**src/rtl/raw_data_lane_seq_pkg.sv**
```systemverilog
// Shared types for the raw-data lane sequencer: one-hot FSM state encoding.
package raw_data_pkg;

  localparam int unsigned STATE_W = 3;

  typedef enum logic [STATE_W-1:0] {
    ST_INIT   = 3'b001,
    ST_IDLE   = 3'b010,
    ST_ENCODE = 3'b100
  } state_e;

endpackage

```
**src/rtl/raw_data_lane_seq_next_sel.sv**
```systemverilog
// Combinational lane scanner: lowest set strobe bit, and next set bit strictly above the current lane.
module raw_lane_next_sel #(
  parameter int unsigned NUM_LANES = 4
) (
  input  logic [NUM_LANES-1:0]         strb_i,
  input  logic [$clog2(NUM_LANES)-1:0] cur_i,
  output logic [$clog2(NUM_LANES)-1:0] next_o,
  output logic                         has_next_o,
  output logic [$clog2(NUM_LANES)-1:0] first_o
);

  localparam int unsigned SEL_W = $clog2(NUM_LANES);

  // Descending scan so the last hit is the lowest qualifying lane.
  always_comb begin
    next_o     = '0;
    has_next_o = 1'b0;
    first_o    = '0;
    for (int i = NUM_LANES - 1; i >= 0; i--) begin
      if (strb_i[SEL_W'(i)]) begin
        first_o = SEL_W'(i);
        if (i > int'(cur_i)) begin
          next_o     = SEL_W'(i);
          has_next_o = 1'b1;
        end
      end
    end
  end

endmodule

```
**src/rtl/raw_data_lane_seq.sv**
```systemverilog
// Raw-data lane sequencer: pops one ingress word, then pushes its lanes one per cycle to the egress FIFO.
// Optional RAW_DATA_STRB_SKIP_EN: skip zero-strobe lanes and drop all-zero words; otherwise every lane is pushed.
module raw_data_lane_seq #(
  parameter int unsigned NUM_LANES = 4
) (
  input  logic                         clk,
  input  logic                         reset,
  input  logic                         raw_data_in_fifo_empty_i,
  input  logic [NUM_LANES-1:0]         raw_data_in_wstrb_i,
  output logic                         raw_data_in_fifo_pop_o,
  output logic                         raw_data_in_index_pop_o,
  output logic                         raw_data_in_wstrb_pop_o,
  input  logic                         raw_data_out_fifo_full_i,
  output logic                         raw_data_out_fifo_push_o,
  output logic                         raw_data_out_fifo_clr_o,
  output logic                         raw_data_out_index_clr_o,
  output logic [$clog2(NUM_LANES)-1:0] raw_data_sel_o,
  output logic                         word_done_o,
  output logic                         busy_o
);

  import raw_data_pkg::*;

  localparam int unsigned SEL_W = $clog2(NUM_LANES);

  state_e               state_q, state_d;
  logic [SEL_W-1:0]     index_q, index_d;
  logic [NUM_LANES-1:0] strb_q, strb_d;
  logic [NUM_LANES-1:0] eff_strb;
  logic [NUM_LANES-1:0] scan_strb;
  logic [SEL_W-1:0]     next_sel;
  logic [SEL_W-1:0]     first_sel;
  logic                 has_next;
  logic                 pop;

`ifdef RAW_DATA_STRB_SKIP_EN
  assign eff_strb = raw_data_in_wstrb_i;
`else
  logic unused_wstrb;
  assign eff_strb     = {NUM_LANES{1'b1}};
  assign unused_wstrb = ^raw_data_in_wstrb_i;
`endif

  // In IDLE the scanner looks at the incoming head word; in ENCODE at the latched strobes.
  assign scan_strb = (state_q == ST_IDLE) ? eff_strb : strb_q;

  raw_lane_next_sel #(
    .NUM_LANES (NUM_LANES)
  ) u_next_sel (
    .strb_i     (scan_strb),
    .cur_i      (index_q),
    .next_o     (next_sel),
    .has_next_o (has_next),
    .first_o    (first_sel)
  );

  always_ff @(posedge clk) begin
    if (reset) begin
      state_q <= ST_INIT;
      index_q <= '0;
      strb_q  <= '0;
    end else begin
      state_q <= state_d;
      index_q <= index_d;
      strb_q  <= strb_d;
    end
  end

  always_comb begin
    state_d                  = state_q;
    index_d                  = index_q;
    strb_d                   = strb_q;
    pop                      = 1'b0;
    raw_data_out_fifo_push_o = 1'b0;
    raw_data_out_fifo_clr_o  = 1'b0;
    raw_data_out_index_clr_o = 1'b0;
    word_done_o              = 1'b0;
    busy_o                   = 1'b1;
    raw_data_sel_o           = index_q;

    case (state_q)
      ST_INIT: begin
        raw_data_out_fifo_clr_o  = 1'b1;
        raw_data_out_index_clr_o = 1'b1;
        index_d                  = '0;
        state_d                  = ST_IDLE;
      end
      ST_IDLE: begin
        busy_o = 1'b0;
        if (!raw_data_in_fifo_empty_i) begin
          pop    = 1'b1;
          strb_d = eff_strb;
          if (eff_strb == '0) begin
            word_done_o = 1'b1;
          end else begin
            index_d = first_sel;
            state_d = ST_ENCODE;
          end
        end
      end
      ST_ENCODE: begin
        if (!raw_data_out_fifo_full_i) begin
          raw_data_out_fifo_push_o = 1'b1;
          if (has_next) begin
            index_d = next_sel;
          end else begin
            word_done_o = 1'b1;
            index_d     = '0;
            state_d     = ST_IDLE;
          end
        end
      end
      default: begin
        index_d = '0;
        state_d = ST_INIT;
      end
    endcase
  end

  assign raw_data_in_fifo_pop_o  = pop;
  assign raw_data_in_index_pop_o = pop;
  assign raw_data_in_wstrb_pop_o = pop;

endmodule

```
**config.mk**
```make
export PLATFORM = sky130hd
export DESIGN_NAME = raw_data_lane_seq
export DESIGN_NICKNAME = d
export VERILOG_FILES = /design/src/rtl/raw_data_lane_seq_pkg.sv /design/src/rtl/raw_data_lane_seq_next_sel.sv /design/src/rtl/raw_data_lane_seq.sv
export SDC_FILE = /design/constraint.sdc
export NUM_CORES = 1
export LEC_CHECK = 0
export BUFFER_PORTS_ARGS = -buffer_cell sky130_fd_sc_hd__buf_4
export CAP_MARGIN = 40
export CORE_AREA = 2 2 39 41
export DETAILED_ROUTE_END_ITERATION = 16
export DIE_AREA = 0 0 41 43
export HOLD_SLACK_MARGIN = 0.06
export SLEW_MARGIN = 30
export SYNTH_ARGS = -nofsm -noshare
export SYNTH_HDL_FRONTEND = slang
export SYNTH_HIERARCHICAL = 1
export SYNTH_SLANG_ARGS = --single-unit
```
**constraint.sdc**
```tcl
create_clock -name clk -period 2.09 [get_ports clk]
set_input_delay 0.209 -clock clk [delete_from_list [all_inputs] [get_ports clk]]
set_output_delay 0.209 -clock clk [all_outputs]
set_load 0.02 [all_outputs]
```
==> flow_summary.toml, run 1 <==
[run_status]
status = "complete, no violations"

[setup_path]
endpoint = "raw_data_in_index_pop_o"
cp-end-kind = "output port"
worstPathArrival_ns = 1.58
critical-path-max-stage-delay_ns = 0.55
cp_slowest_cell = "dfxtp_1"
required_ns = 1.88
critPathMaxFanout = 14
r2r_slack_ns = 0.44
path_class = "flop to output port"
r2r-end = "raw_data_sel_o[0]"
startpoint = "state_q[1]"
r2r_cells = 6
rr_startpoint = "state_q[1]"
start_kind = "flop"
path_cells = "nor4b_2 > buf_4"

[sta]
rsz0062_at_grt = "false"
setup_viol_count_final = 0
fmax_ghz = 0.559
fin_setup_tns_ns = 0
relSlewSlack_pct = 63.3
hold_violations = 0
min_period_ns = 1.79
fin_ws_ns = 0.300
finClkSkew_ns = 0.00186
maxSlewViolCount = 0
tightest_slew_ns = 0.550
fin_crit_sh_pct = 85.6

[yosys]
synth_top_cell_area_share_pct = 26.8
ys_seq_area_share_pct = 26.8
synth.distinct_cells = 23
yosys_warnings = 6
netlist_top_cells_area = "dfxtp_1 27%, buf_4 12%, nor4b_2 6.7%"
syn_area_um2 = 448
yosys.area.top_type = "dfxtp_1"
syn_inst = 51
synth-seq-cells = 6
syn_avg_cell_area_um2 = 8.78

[floorplan]
fp.dieW_um = 41
pin_count = 18
core_um2 = 1380
die_h_um = 43
rows = 14
dieArea_um2 = 1760
start_util_pct = 32.4

[clock_network]
cts_setup_buffers = 0
cts_hold_buf = 0
cts_buffers = 3
cts-root-buf = "clkbuf_4"
clock_latency_ns = 0.24
clockBufferDepth = 2
cts_htree_levels = 1
clock_sinks = 6
cts_resized = 0
cts_tree = "yes"
clkTransAtPathRegs_ns = 0.04

[cells_and_area]
final_cell_area_um2 = 508
drive_above_1_share_pct = 36.2
diodes = 0
finish.utilization_pct = 36.7
layout_common_cells = "12 x buf_4, 6 x dfxtp_1, 4 x nor2_1, 4 x o21ai_0, 4 x conb_1"
final-seq-area_um2 = 120
layout_commonest_cell = "buf_4"
nFillCells = 147
nets = 68
multi_input_area_um2 = 251
area_growth_pct = 13.4

[global_route]
grt_max_degree = 15
grt_antenna_before_repair = 0
grtUsageTotal_pct = 10.1
overflow = 0
first_global_vias = 295
grt_pass1_wl_um = 1180

[detailed_routing]
remaining_drc_errors = 0
first_iter_violations = 4
num_vias = 341
vias_per_cell = 4.61
finalWirelength_um = 772
ant_nets = 0
dr.pass1.iters = 4
wl_per_cell_um = 10.4

[hold_path]
hold_class = "primary input to flop"
whs_path_depth = 2

[power]
power_density_nw_per_um2 = 667
total_power_mw = 0.339
leakage_nw = 0.215
ir_worst_vdd_v = 0.000328

[place]
placed_area_um2 = 485
place_congestion = 0.668
hpwl_um = 581
io_buffers = 12
dp_worst_setup_slack_ns = 0.444

[flow_run]
maxCapViolations = 0
-- metal layers --
| layer | global-route usage, % | vias to the layer above | wire, um |
|---|---|---|---|
| met4 | 0 | 0 | 0 |
| li1 | - | 182 | - |
| met2 | 14.4 | 8 | 366 |
| met5 | 0 | - | 0 |
| met1 | 12.3 | 151 | 348 |
| met3 | 8.38 | 0 | 56 |
-- sequential cells by signal (all words and copies together) (netlist names) --
name,flops
strb_q,1
state_q,3
raw_data_sel_o,2
-- metrics by stage --
step,cells,hold slack [ns]
floorplan,53,0.278
global placement,71,0.422
detailed placement,71,0.416
CTS,74,0.157
global route,74,0.168
finish,74,0.166
-- cell families after synthesis --
group | Yosys count | share of synthesized area (%)
other cells | 2 | 1.68
simple gates | 20 | 36.3
flops | 6 | 26.8
xor+xnor | 1 | 1.96
buf+inv | 11 | 18.7
compound gates | 11 | 14.5
-- layout make-up --
type,instances,area share [%]
inverters,1,0.739
flip-flops and latches,6,23.6
clock buffers,3,4.43
repair buffers,12,17.7
well taps,16,3.94
multi-input cells,36,49.5
-- report_power, final --
part	switching, mW	total, mW	internal [mW]
registers	0.0195	0.143	0.123
clock network	0.0397	0.105	0.0648
logic	0.0445	0.0916	0.0471
total	0.104	0.339	0.235
-- worst min path at each step --
stage / from / slack (ns) / to
detailed placement: reset / 0.42 / raw_data_sel_o[0]
finish: reset / 0.17 / raw_data_sel_o[0]
global placement: reset / 0.42 / state_q[2]
CTS: reset / 0.16 / raw_data_sel_o[0]
global route: reset / 0.17 / raw_data_sel_o[0]
floorplan: reset / 0.28 / raw_data_sel_o[0]
-- Yosys cell counts --
| cell type | n |
|---|---|
| and4b_1 | 2 |
| buf_4 | 7 |
| a21oi_1 | 3 |
| nand2_1 | 1 |
| dfxtp_1 | 6 |
| and4bb_2 | 2 |
| o21ai_0 | 4 |
| xnor2_1 | 1 |
| nor2b_1 | 2 |
| buf_6 | 2 |
| and3b_1 | 2 |
| nand2b_1 | 2 |
| or3b_2 | 1 |
| a211oi_1 | 1 |
| o21ba_2 | 1 |
| or2b_1 | 1 |
| clkbuf_2 | 1 |
| nor2_1 | 4 |
| or4b_1 | 1 |
| nor4b_2 | 2 |
| conb_1 | 2 |
| inv_1 | 1 |
| o22ai_1 | 2 |
-- critical path, delay by kind of cell (launching register included) --
family	cells	cell delay [ns]
AND/OR/NAND/NOR	1	0.55
buffers and inverters	1	0.24
flip-flops	1	0.55
Power figures use the tool's default switching activity.
==> inputs of run 2 (changes only) <==
--- a/config.mk
+++ b/config.mk
@@ -7,9 +7,11 @@
 export LEC_CHECK = 0
 export BUFFER_PORTS_ARGS = -buffer_cell sky130_fd_sc_hd__buf_4
 export CAP_MARGIN = 40
-export CORE_AREA = 2 2 39 41
+export CORE_ASPECT_RATIO = 0.75
+export CORE_MARGIN = 2
+export CORE_UTILIZATION = 25
 export DETAILED_ROUTE_END_ITERATION = 16
-export DIE_AREA = 0 0 41 43
+export GPL_ROUTABILITY_DRIVEN = 0
 export HOLD_SLACK_MARGIN = 0.06
 export SLEW_MARGIN = 30
 export SYNTH_ARGS = -nofsm -noshare
==> run 2 against run 1 <==
Compared with the run above:
- fmax is 1.1% lower
- clock power is essentially flat
- via count grew 3.8%
- sequential share of layout area down 0.34 points
- critical endpoint unchanged
- highest routed layer unchanged
==> flow_summary.toml, run 2 (synthesized netlist as in run 1, its figures left out) <==
[power]
share_comb_of_total_power_pct = 27.0
p_int_mw = 0.235
power_density_nw_per_um2 = 652
ir_worst_vdd_v = 0.000365
total_power_mw = 0.336
p_seq_share_pct = 42.6
p_sw_mw = 0.101
pwr-share-clk_pct = 30.4
leakage_nw = 0.215
switching_share_pct = 30.0

[floorplan]
dieArea_um2 = 2150
die_h_um = 40.7
start_util_pct = 26.2
core_um2 = 1710
rows = 13
fp.dieW_um = 52.9
pin_count = 18

[place]
dp_worst_setup_slack_ns = 0.425
io_buffers = 12
hpwl_um = 583

[cells_and_area]
nets = 68
drive_above_1_share_pct = 36.2
area_growth_pct = 15.1
diodes = 0
largest_reg_flops = 3
layout_common_cells = "12 x buf_4, 6 x dfxtp_1, 4 x nor2_1, 4 x o21ai_0, 4 x conb_1"
layout_commonest_cell = "buf_4"
largest-register = "state_q"

[clock_network]
clock_sinks = 6
clock_latency_ns = 0.24
clkTransAtPathRegs_ns = 0.04
cts_resized = 0
cts-root-buf = "clkbuf_4"
cts_tree = "yes"
cts_hold_buf = 0
clockBufferDepth = 2
cts_htree_levels = 1
cts_buffers = 3
cts_setup_buffers = 0

[sta]
rsz0062_at_grt = "false"
tightest_slew_ns = 0.587
relSlewSlack_pct = 60.8
fin_crit_sh_pct = 86.6
setup_viol_count_final = 0
finClkSkew_ns = 0.00162
fmax_ghz = 0.553
fin_ws_ns = 0.280
fin_setup_tns_ns = 0
maxSlewViolCount = 0
min_period_ns = 1.81
hold_violations = 0

[setup_path]
startpoint = "state_q[1]"
r2r-end = "raw_data_sel_o[0]"
path_class = "flop to output port"
worstPathArrival_ns = 1.60
cp_slowest_cell = "nor4b_2"
path_cells = "nor4b_2 > buf_4"
cp-end-kind = "output port"
r2r_cells = 6
start_kind = "flop"
critical-path-max-stage-delay_ns = 0.57
endpoint = "raw_data_in_index_pop_o"
rr_startpoint = "state_q[1]"
required_ns = 1.88
r2r_slack_ns = 0.43
critPathMaxFanout = 14

[run_status]
status = "complete, no violations"

[global_route]
grt_pass1_wl_um = 1280
first_global_vias = 298
overflow = 0
grt_max_degree = 15
grt_antenna_before_repair = 0
grtUsageTotal_pct = 8.68

[detailed_routing]
first_iter_violations = 6
num_vias = 354
remaining_drc_errors = 0
dr.pass1.iters = 2
wl_per_cell_um = 9.85
ant_nets = 0
finalWirelength_um = 788
vias_per_cell = 4.43

[hold_path]
whs_path_depth = 2
hold_class = "primary input to flop"
worstHoldStart = "reset"

[flow_run]
maxCapViolations = 0
-- run 2: cell counts in the layout (fill, tap and decap cells not counted) --
Identical to the previous run, type by type.
-- run 2: layout make-up --
class                   count  area, um^2
fillers                   195        1190
multi-input cells          36         251
flip-flops and latches      6         120
repair buffers             12        90.1
well taps                  22        27.5
clock buffers               3        22.5
inverters                   1        3.75
-- run 2: per-stage QoR --
| step | hold slack (ns) | std cells | util, % | instance area (um^2) |
|---|---|---|---|---|
| 2_1_floorplan | 0.278 | 53 | - | 455 |
| 3_3_place_gp | 0.420 | 77 | 28.9 | 493 |
| 3_5_place_dp | 0.420 | 77 | 28.9 | 493 |
| 4_1_cts | 0.166 | 80 | 30.2 | 515 |
| 5_1_grt | 0.163 | 80 | 30.2 | 515 |
| 6_report | 0.172 | 80 | 30.2 | 515 |
-- run 2: metal layers --
layer / GRT usage (%) / vias to the layer above / routed length [um]
met3: 6.57 / 0 / 62
met2: 13.1 / 10 / 326
met1: 10.5 / 157 / 399
met4: 0 / 0 / 0
li1: - / 187 / -
met5: 0 / - / 0
-- run 2: how the worst min path moves through the flow --
stage,end,slack (ns)
global placement,raw_data_sel_o[1],0.42
global route,state_q[2],0.16
detailed placement,raw_data_sel_o[1],0.42
finish,raw_data_sel_o[0],0.17
floorplan,raw_data_sel_o[0],0.28
CTS,raw_data_sel_o[0],0.17
-- run 2: critical path, delay by kind of cell, from the launching register on --
| family | cells | cell delay (ns) |
|---|---|---|
| flip-flops | 1 | 0.54 |
| buffers and inverters | 1 | 0.25 |
| AND/OR/NAND/NOR | 1 | 0.57 |
-- run 2: power groups by stage --
stage / Clock, mW / Sequential, mW / Combinational (mW)
after floorplan: 0 / 0.131 / 0.0936
after CTS: 0.108 / 0.143 / 0.0915
after global placement: 0 / 0.145 / 0.0909
after global routing: 0.117 / 0.146 / 0.0988
final: 0.102 / 0.143 / 0.0909
after detailed placement: 0 / 0.146 / 0.0915
